**src/rtl/button_pkg.sv**
```systemverilog
// Shared types for the button event arbiter.
// Event kinds, arbiter states and per-channel pending bundle.
package button_pkg;

  typedef enum logic [1:0] {
    EV_PRESS   = 2'd0,
    EV_RELEASE = 2'd1,
    EV_LONG    = 2'd2
  } ev_kind_t;

  typedef enum logic {
    S_IDLE  = 1'b0,
    S_OFFER = 1'b1
  } arb_state_t;

  typedef struct packed {
    logic press;
    logic rel;
    logic lng;
  } pend_t;

  function automatic int unsigned clog2_min1(
    input int unsigned n
  );
    return (n < 2) ? 1 : $clog2(n);
  endfunction

endpackage

```
**src/rtl/button_channel_tracker.sv**
```systemverilog
// One button channel: edge detect, hold counter,
// pending press/release/long bits and sticky overrun.
module button_channel_tracker
  import button_pkg::*;
#(
  parameter int unsigned LONG_TICKS = 1000
) (
  input  logic clk,
  input  logic rst_n,
  input  logic level,
  input  logic clr_press,
  input  logic clr_rel,
  input  logic clr_lng,
  input  logic overrun_clear,
  output logic pend_press,
  output logic pend_rel,
  output logic pend_lng,
  output logic overrun
);

  localparam int unsigned CW = clog2_min1(LONG_TICKS);
  localparam logic [CW-1:0] SAT = CW'(LONG_TICKS - 1);

  logic          prev;
  logic [CW-1:0] cnt;
  pend_t         pend;
  pend_t         pend_n;
  pend_t         det;
  pend_t         clr;
  logic          drop;

  assign clr = '{press: clr_press, rel: clr_rel, lng: clr_lng};

  // Long fires on the edge the counter lands on SAT, never again
  // until a low level clears the counter.
  always_comb begin
    det.press = level & ~prev;
    det.rel   = ~level & prev;
    det.lng   = level & (cnt != SAT)
              & ((cnt + 1'b1) == SAT);
    drop      = |(det & pend & ~clr);
    pend_n    = pend_t'((pend & ~clr) | det);
  end

  always_ff @(posedge clk or negedge rst_n) begin
    if (!rst_n) begin
      prev    <= 1'b0;
      cnt     <= '0;
      pend    <= '0;
      overrun <= 1'b0;
    end else begin
      prev <= level;
      if (!level)
        cnt <= '0;
      else if (cnt != SAT)
        cnt <= cnt + 1'b1;
      pend <= pend_n;
      if (drop)
        overrun <= 1'b1;
      else if (overrun_clear)
        overrun <= 1'b0;
    end
  end

  assign pend_press = pend.press;
  assign pend_rel   = pend.rel;
  assign pend_lng   = pend.lng;

endmodule

```
**src/rtl/button_event_arbiter.sv**
```systemverilog
// Round-robin arbiter turning per-channel button events
// into a single valid/ready event stream.
module button_event_arbiter
  import button_pkg::*;
#(
  parameter  int unsigned N_BUTTONS  = 4,
  parameter  int unsigned LONG_TICKS = 1000,
  localparam int unsigned CHW = clog2_min1(N_BUTTONS)
) (
  input  logic                 clk,
  input  logic                 rst_n,
  input  logic [N_BUTTONS-1:0] levels,
  output logic                 event_valid,
  input  logic                 event_ready,
  output logic [CHW-1:0]       event_channel,
  output logic [1:0]           event_kind,
  output logic [N_BUTTONS-1:0] overrun,
  input  logic                 overrun_clear
);

  localparam logic [CHW-1:0] LAST_CH = CHW'(N_BUTTONS - 1);
  localparam logic [N_BUTTONS-1:0] ONE = N_BUTTONS'(1);

  arb_state_t state, state_n;
  ev_kind_t   kind_q, kind_n, pick_kind;

  logic [CHW-1:0] ch_q, ch_n;
  logic [CHW-1:0] last_grant, grant_n;
  logic [CHW-1:0] cand, pick_ch;
  logic           pick_found;
  logic           accept;

  logic [N_BUTTONS-1:0] pend_press, pend_rel, pend_lng;
  logic [N_BUTTONS-1:0] clr_press, clr_rel, clr_lng;
  logic [N_BUTTONS-1:0] chan_any, sel;

  assign event_valid   = (state == S_OFFER);
  assign event_channel = ch_q;
  assign event_kind    = kind_q;
  assign accept        = event_valid & event_ready;

  assign sel       = accept ? (ONE << ch_q) : '0;
  assign clr_press = (kind_q == EV_PRESS)   ? sel : '0;
  assign clr_rel   = (kind_q == EV_RELEASE) ? sel : '0;
  assign clr_lng   = (kind_q == EV_LONG)    ? sel : '0;
  assign chan_any  = pend_press | pend_rel | pend_lng;

  for (genvar g = 0; g < N_BUTTONS; g++) begin : g_ch
    button_channel_tracker #(
      .LONG_TICKS(LONG_TICKS)
    ) u_trk (
      .clk          (clk),
      .rst_n        (rst_n),
      .level        (levels[g]),
      .clr_press    (clr_press[g]),
      .clr_rel      (clr_rel[g]),
      .clr_lng      (clr_lng[g]),
      .overrun_clear(overrun_clear),
      .pend_press   (pend_press[g]),
      .pend_rel     (pend_rel[g]),
      .pend_lng     (pend_lng[g]),
      .overrun      (overrun[g])
    );
  end

  // Scan starts one past the last grant and wraps.
  always_comb begin
    pick_found = 1'b0;
    pick_ch    = '0;
    cand       = last_grant;
    for (int i = 0; i < N_BUTTONS; i++) begin
      cand = (cand == LAST_CH) ? '0 : cand + 1'b1;
      if (!pick_found && chan_any[cand]) begin
        pick_found = 1'b1;
        pick_ch    = cand;
      end
    end
  end

  always_comb begin
    if (pend_press[pick_ch])
      pick_kind = EV_PRESS;
    else if (pend_lng[pick_ch])
      pick_kind = EV_LONG;
    else
      pick_kind = EV_RELEASE;
  end

  always_comb begin
    state_n = state;
    ch_n    = ch_q;
    kind_n  = kind_q;
    grant_n = last_grant;
    unique case (state)
      S_IDLE: begin
        if (pick_found) begin
          state_n = S_OFFER;
          ch_n    = pick_ch;
          kind_n  = pick_kind;
        end
      end
      S_OFFER: begin
        if (event_ready) begin
          state_n = S_IDLE;
          grant_n = ch_q;
        end
      end
      default: state_n = S_IDLE;
    endcase
  end

  always_ff @(posedge clk or negedge rst_n) begin
    if (!rst_n) begin
      state      <= S_IDLE;
      ch_q       <= '0;
      kind_q     <= EV_PRESS;
      last_grant <= LAST_CH;
    end else begin
      state      <= state_n;
      ch_q       <= ch_n;
      kind_q     <= kind_n;
      last_grant <= grant_n;
    end
  end

endmodule

```
**config.mk**
```make
export PLATFORM = sky130hd
export DESIGN_NAME = button_event_arbiter
export DESIGN_NICKNAME = d
export VERILOG_FILES = /design/src/rtl/button_pkg.sv /design/src/rtl/button_channel_tracker.sv /design/src/rtl/button_event_arbiter.sv
export SDC_FILE = /design/constraint.sdc
export NUM_CORES = 1
export LEC_CHECK = 0
export BUFFER_PORTS_ARGS = -buffer_cell sky130_fd_sc_hd__clkbuf_2
export CORE_MARGIN = 2
export CORE_UTILIZATION = 56
export DETAILED_ROUTE_END_ITERATION = 10
export GPL_TIMING_DRIVEN = 0
export PLACE_DENSITY = 0.76
export SLEW_MARGIN = 5
export SYNTH_ARGS = -nofsm -noshare
export SYNTH_HDL_FRONTEND = slang
export SYNTH_SLANG_ARGS = --single-unit
```
**constraint.sdc**
```tcl
create_clock -name clk -period 2 [get_ports clk]
set_input_delay 0 -clock clk [delete_from_list [all_inputs] [get_ports clk]]
set_output_delay 0 -clock clk [all_outputs]
set_load 0.02 [all_outputs]
```
# --- Word-level counts from Yosys, hierarchy flattened ---
# Index checks and enable logic that the tools add are counted.
word_totals:
  regBits: 67
  latchBits: 0
  ramBits: 0
  rom_bits: 0
  output_inout_bits: 9
  word_cells: 171
  n_memories: 0
op_classes:
  n_addsub: 8
  mul: 0
  n_div: 0
  order_cmp: 5
  eq_ne: 18
  n_shift: 1
  n_mux: 46
  n_bitwise: 48
  n_reduce_logical: 17
ops:
  columns: ["op", "n"]
  rows:
  - ["$mux W10", 8]
  - ["$add A10 B1 Y10 const B", 4]
  - ["$eq A10 B10 Y1 const B", 4]
  - ["$ne A10 B10 Y1 const B", 4]
  - ["$and A3 B3 Y3", 12]
  - ["$mux W2", 10]
  - ["$and A1 B1 Y1", 17]
  - ["$mux W1", 17]
  - ["$mux W4", 4]
  - ["$lt A2 B3 Y1 const B", 5]
  - ["$bmux W1 S2", 6]
  - ["$not A3 Y3", 4]
  - ["$or A3 B3 Y3", 4]
  - ["$reduce_or A3 Y1", 4]
  - ["$eq A2 B2 Y1 const B", 5]
  - ["$not A1 Y1", 9]
  - ["$add A2 B1 Y2 const B", 4]
  - ["$ne A2 B1 Y1 const B", 4]
  - ["$or A4 B4 Y4", 2]
  - ["$reduce_bool A2 Y1", 4]
  - ["$reduce_and A2 Y1", 2]
  - ["$shl A1 B2 Y4 const A", 1]
  - ["$logic_and A1 B1 Y1", 3]
  - ["$logic_not A1 Y1", 3]
  - ["3 further kinds", 3]

# --- Longest topological paths before layout ---
depth:
  depth_word: 18
  depth_mapped: 8
  depth_no_buf: 7

# --- Cells and area by module ---
# A second synthesis with hierarchy kept.
hier_totals:
  cells_unflattened: 417
  hier_area_um2: 3981.3
by_module_without_submodules:
  columns: ["module", "n_inst", "cells_per_inst", "area_each_um2", "seq_area_each_um2"]
  rows:
  - ["button_channel_tracker", 4, 87, 854.6, 375.4]
  - ["button_event_arbiter", 1, 69, 563.0, 177.7]

# --- Least setup slack after synthesis ---
# OpenSTA, ideal clock, no wires.
synth_timing:
  kind: "reg2reg"
  start: "reg g_ch[3].u_trk.cnt[1]"
  end: "reg g_ch[3].u_trk.overrun"
  setup_time_ns: 0.126
  t_arrival_ns: 1.902
  t_required_ns: 1.874
  slack_ns: -0.028
  stages_incl_launch_ff: 9
  n_path_buf: 1
  synth_period_minus_slack_ns: 2.028
  path_cell_list: "dfrtp_1 ha_1 and2_1 nand4_1 or4_1 clkbuf_2 nand4_1 a211oi_1 a221o_1"
synth_between:
  elab_chain_len: 7
  elab_cells_between_ends: 10
  classes_between: "add/sub: 1; eq/ne: 2; mux: 1; bitwise: 4; reduce/logical: 2"
synth_lines:
  columns: ["item", "line", "rtl"]
  rows:
  - ["from (decl)", "button_channel_tracker.sv:25", "logic [CW-1:0] cnt;"]
  - ["from (signal assigned)", "button_channel_tracker.sv:56", "cnt <= cnt + 1'b1;"]
  - ["$add A10 B1 Y10 or $ne A10 B10 Y1 (tied branches)", "button_channel_tracker.sv:40, button_channel_tracker.sv:39", null]
  - ["$eq A10 B10 Y1 or $and A1 B1 Y1 (tied branches)", "button_channel_tracker.sv:40, button_channel_tracker.sv:39", null]
  - ["$and A1 B1 Y1 *", "button_channel_tracker.sv:40", "& ((cnt + 1'b1) == SAT);"]
  - ["$and A3 B3 Y3 * (2 in series)", "button_channel_tracker.sv:41", "drop = |(det & pend & ~clr);"]
  - ["$reduce_or A3 Y1 *", "button_channel_tracker.sv:41", null]
  - ["$mux W1 or $reduce_bool A2 Y1 (tied branches)", null, null]
  - ["to (signal assigned)", "button_channel_tracker.sv:50", "overrun <= 1'b0;"]
  - ["to (signal assigned)", "button_channel_tracker.sv:59", "overrun <= 1'b1;"]
  - ["to (signal assigned)", "button_channel_tracker.sv:61", "overrun <= 1'b0;"]
  - ["to (decl)", "button_channel_tracker.sv:18", "output logic overrun"]
# Every way passes the cells marked *; elsewhere a longest branch is shown, timed or not.
# A chain may end at the register's enable or synchronous reset.

# --- Final worst setup path ---
layout_timing:
  start: "reg g_ch[0].u_trk.pend (netlist bit g_ch[0].u_trk.pend_rel)"
  end: "reg kind_q[1] (netlist: event_kind[1])"
layout_between:
  elab_chain_len: 18
  elab_cells_between_ends: 31
  classes_between: "mux: 22; bitwise: 2; reduce/logical: 7"
layout_lines:
  columns: ["item", "line", "rtl"]
  rows:
  - ["from (decl)", "button_channel_tracker.sv:26", "pend_t pend;"]
  - ["from (signal assigned)", "button_channel_tracker.sv:57", "pend <= pend_n;"]
  - ["$or A4 B4 Y4 * (2 in series)", "button_event_arbiter.sv:46", "assign chan_any = pend_press | pend_rel | pend_lng;"]
  - ["$bmux W1 S2", "button_event_arbiter.sv:73", "if (!pick_found && chan_any[cand]) begin"]
  - ["$mux W1 (not written as such)", "button_event_arbiter.sv:73", null]
  - ["$mux W1", "button_event_arbiter.sv:73", null]
  - ["$logic_not A1 Y1", "button_event_arbiter.sv:73", null]
  - ["$logic_and A1 B1 Y1", "button_event_arbiter.sv:73", null]
  - ["$mux W1", "button_event_arbiter.sv:73", null]
  - ["$logic_not A1 Y1", "button_event_arbiter.sv:73", null]
  - ["$logic_and A1 B1 Y1", "button_event_arbiter.sv:73", null]
  - ["$mux W1", "button_event_arbiter.sv:73", null]
  - ["$logic_not A1 Y1", "button_event_arbiter.sv:73", null]
  - ["$logic_and A1 B1 Y1", "button_event_arbiter.sv:73", null]
  - ["$mux W2", "button_event_arbiter.sv:73", null]
  - ["$bmux W1 S2", "button_event_arbiter.sv:83", "else if (pend_lng[pick_ch])"]
  - ["$mux W1 (not written as such)", "button_event_arbiter.sv:83", null]
  - ["$mux W2", "button_event_arbiter.sv:83", null]
  - ["$mux W2", "button_event_arbiter.sv:81", "if (pend_press[pick_ch])"]
  - ["to (signal assigned)", "button_event_arbiter.sv:121", "kind_q <= kind_n;"]
  - ["to (decl)", "button_event_arbiter.sv:25", "ev_kind_t kind_q, kind_n, pick_kind;"]
# Every way passes the cells marked *; elsewhere a longest branch is shown, timed or not. The select of a mux whose other input is x is not followed.

==> results.md <==
* Clock Skew at 0.00912 ns
* Length in cells of the worst reg-to-reg path at 6
* Share of layout cells above drive strength 1 at 24.0%
* Library cells used by synthesis at 59
* Dominant combinational cell family by area after synthesis: simple AND/OR/NAND/NOR gates
* Vias per std cell at 5.73
* Post-synthesis share of cell area spent on xor and xnor gates at 9.05%
* Initial core utilization at 58.7%
* #FFs+latches synth at 67
* Crit Path Class: reg -> reg
* Synthesized-area fraction occupied by ao, oa, aoi and oai cells at 11.9%
* Y dimension of the die at between 80 and 90 um
* Seq/Total Area, Yosys at 44.5%
* Synth Area in Simple Gates at between 20% and 30%
* Endpoints failing setup at 3
* Tot Pwr at 4.17 mW
* Worst path max stage delay at 0.47 ns
* Smallest setup slack after layout at -0.0549 ns
* Final Net Count at 450
* First-pass iteration count of the detailed router at 4
* Sum Neg Setup Slack at -0.0944 ns
* Total Routed Length at 7.83 mm
* Wire length of the first global-routing pass at approximately 13 mm
* Total number of placement rows at 29
* Number of synthesis warnings at 0
* Number of DRC violations after detailed-routing iteration 0 at roughly 210
* Worst hold slack across all endpoints at 0.0712 ns
* Worst skew pair latency at 0.34 ns
* Net count of the mapped netlist at about 400
* Maximum buffer depth of the clock tree at 2
* Clock period minus final worst setup slack at 2.05 ns
* Cell-by-cell trace of the critical path: o32ai_2 -> a21boi_0 -> o21ai_0 -> a21oi_4 -> mux2_2 -> o31ai_2
* Critical R2R Capture: event_kind[1]$_DFFE_PN0P_
* Weighted congestion at the end of routability-driven global placement at 0.847
* Final Cell Area at 0.00451 mm^2
* Leakage Power at 1.93 nW
* Detailed placer's ending HPWL at 4.98 mm
* Post-placement worst setup slack at -0.198 ns
* Share of total power in combinational logic at around 30%
* Total global-route track usage at 21.4%
* Critical Path Slowest Stage Cell: dfrtp_1
* Pwr Density at 925 mW/mm^2
* Die Footprint at roughly 0.0074 mm^2
* Sum of overflow across all layers after global routing at 0
* Average wire per cell in the routed design at 15.2 um
* Max-capacitance violation count at 0
* Final Hold Violating Endpoints at 0
* Fin crit share at 103%
* Reg power frac at 40.4%
* Startpoint of the lowest-slack register-to-register path: g_ch[0].u_trk.pend_rel$_DFF_PN0_
* Clock Sinks at 67
* Slew at the pin with the worst max-slew slack at 0.450 ns
* Final antenna-violating net count at 0
* Synthesized-area fraction occupied by adder cells at ~3.0%
* Data required, critical path at 2.25 ns
* Area after DPL at around 0.0040 mm^2
* Post-Synthesis Mean Instance Area at 9.72 um^2
* Type of the most critical hold path: in -> reg
* Antenna Cells at 0
* Post-synthesis instance total at 388
* Cts bufs inserted at 9
* Largest voltage drop on the vdd net at between 500 and 600 uV
* Startpoint kind of the worst setup timing path: register
* Mapped Area at 0.00377 mm^2
* Clock tree from TritonCTS: built
* EDFF count, synth at 0
* Max-slew violation count at 0
* Failing checks: negative setup slack
* Number of global-route vias before repair at about 2,800
* Fraction of synthesis flops using an asynchronous set or reset pin at between 90% and 100%
* Share of total power consumed by net switching at 31.5%
* Residual DRC at 0
* Clock power frac at 30.4%
* Maximum number of pins on one net before global-route repair at 37
* Initial antenna violation count at 0
* Nature of the critical path endpoint: register
* Ports at 17
* Worst Hold Path Cells at 3
* Max FO, Critical Path at 4
* Worst-case register-to-register setup slack at -0.05 ns
* NetSw at 1.31 mW
* Source of the worst hold timing path: event_ready
* Highest Clock Rate at ~500 MHz
* Level count of the clock H-tree at 3
* P_int at 2.85 mW
* Synth-to-Final Area Change at 19.5%
* Die Width at 86.1 um
* Run status: finished, violations left
* Core Footprint at 0.00642 mm^2
* Via count at approximately 3,000
* Worst slew margin relative to its limit at 70.0%
* Arrival time of the worst setup path at between 2 and 2.5 ns
* Library cell used as clock root buffer: clkbuf_8
* Most common flop cell mapped by yosys: dfrtp_1
* Setup repair after global routing missed its margin: true
* Count of buffers from port buffering at 16
* Clock slew seen by the registers of the worst setup and hold paths at 0.07 ns
* Multiplexer share of the synthesized area at under 10%
* Hold-critical path endpoint: event_valid$_DFF_PN0_
==> what timing repair did <==
item                                    CTS  global route
pin swaps                                13            16
resized for setup                        16            21
endpoints found under the hold margin    43             0
hold buffers                              5             0
setup buffers                            10             7
endpoints found under the setup margin   11            11
==> worst max path at each step <==
stage | startpoint | to | slack, ns
6_report | g_ch[0].u_trk.pend_rel$_DFF_PN0_ | event_kind[1]$_DFFE_PN0P_ | -0.05
2_1_floorplan | g_ch[3].u_trk.cnt[1]$_DFFE_PN0P_ | g_ch[3].u_trk.overrun$_DFFE_PN0P_ | 0.003
3_3_place_gp | g_ch[2].u_trk.pend_lng$_DFF_PN0_ | event_kind[1]$_DFFE_PN0P_ | -0.14
5_1_grt | g_ch[0].u_trk.pend_press$_DFF_PN0_ | event_kind[1]$_DFFE_PN0P_ | -0.16
4_1_cts | g_ch[0].u_trk.cnt[1]$_DFFE_PN0P_ | g_ch[0].u_trk.overrun$_DFFE_PN0P_ | -0.03
3_5_place_dp | g_ch[2].u_trk.pend_lng$_DFF_PN0_ | event_kind[1]$_DFFE_PN0P_ | -0.20
==> sequential cells by signal, summed over array words and instances (netlist names) <==
register	flops
event_channel	2
event_kind	2
event_valid	1
g_ch.u_trk.cnt	40
g_ch.u_trk.overrun	4
g_ch.u_trk.pend_lng	4
g_ch.u_trk.pend_press	4
g_ch.u_trk.pend_rel	4
g_ch.u_trk.prev	4
last_grant	2
==> layer usage <==
layer,vias up,GRT usage [%],share of wire (%)
li1,1440,-,-
met1,1446,29.0,46
met2,55,34.1,48
met3,11,4.43,4.2
met4,0,7.65,1.5
met5,-,0,0
==> logic make-up (layout without fill, tap and decap cells) <==
| kind of cell | count (synthesis) | count (layout) |
|---|---|---|
| AOI/OAI and AO/OA | 63 | 63 |
| buffers and inverters | 28 | 78 |
| muxes | 11 | 11 |
| xor gates and xnor gates | 39 | 39 |
| adders and majority gates | 9 | 9 |
| and+or+nand+nor | 171 | 171 |
| DFF | 67 | 67 |
==> worst max-delay path, delay by kind of cell, from the launching register on <==
family	cells	cell delay, ns
flops	1	0.47
mux	1	0.36
compound gates	5	1.14
==> area by class of cell <==
class	count	area, um^2
clock buffer	10	138
clock inverter	6	88.8
buffer	18	109
tap	77	96.3
multi-input combinational	293	2100
timing repair buffer	38	273
sequential	67	1680
inverter	6	22.5
fill	464	1920
==> cell usage after synthesis (7+ instances only) <==
cell type	instances	area [um^2]
clkbuf_1	10	37.5
nor2b_1	7	43.8
o21ai_0	19	95.1
nand2b_1	10	62.6
nor2_1	20	75.1
xor2_1	15	131
nand3_1	19	95.1
ha_1	9	113
dfrtp_1	65	1630
xnor2_1	24	210
and2_1	23	144
nand2_1	45	169
nand4_1	12	75.1
==> power by group through the flow <==
stage | registers [mW] | logic (mW) | clock network, mW
final | 1.68 | 1.22 | 1.27
after global routing | 1.71 | 1.31 | 1.34
after CTS | 1.65 | 1.03 | 1.28
after detailed placement | 1.68 | 0.832 | 0
after global placement | 1.67 | 0.807 | 0
after floorplan | 1.67 | 0.611 | 0
==> cell usage in the layout, fill, tap and decap left out, types with 6 or more instances in the layout <==
| cell | n |
|---|---|
| buf_4 | 22 |
| nand2b_1 | 9 |
| clkbuf_1 | 7 |
| nor2b_1 | 7 |
| o21ai_0 | 18 |
| nand4_1 | 12 |
| xnor2_1 | 24 |
| nand3_1 | 18 |
| inv_1 | 6 |
| or3_1 | 6 |
| and2_1 | 22 |
| nand2_1 | 45 |
| clkbuf_2 | 15 |
| clkbuf_8 | 10 |
| xor2_1 | 15 |
| dfrtp_1 | 61 |
| nor2_1 | 18 |
| a21boi_0 | 6 |
==> through the flow <==
stage	utilization (%)	std cells
after global placement	61.6	481
final	70.2	515
after detailed placement	61.9	482
after global routing	70.2	515
after CTS	68.3	512
after floorplan	-	388
Power figures use the tool's default switching activity.
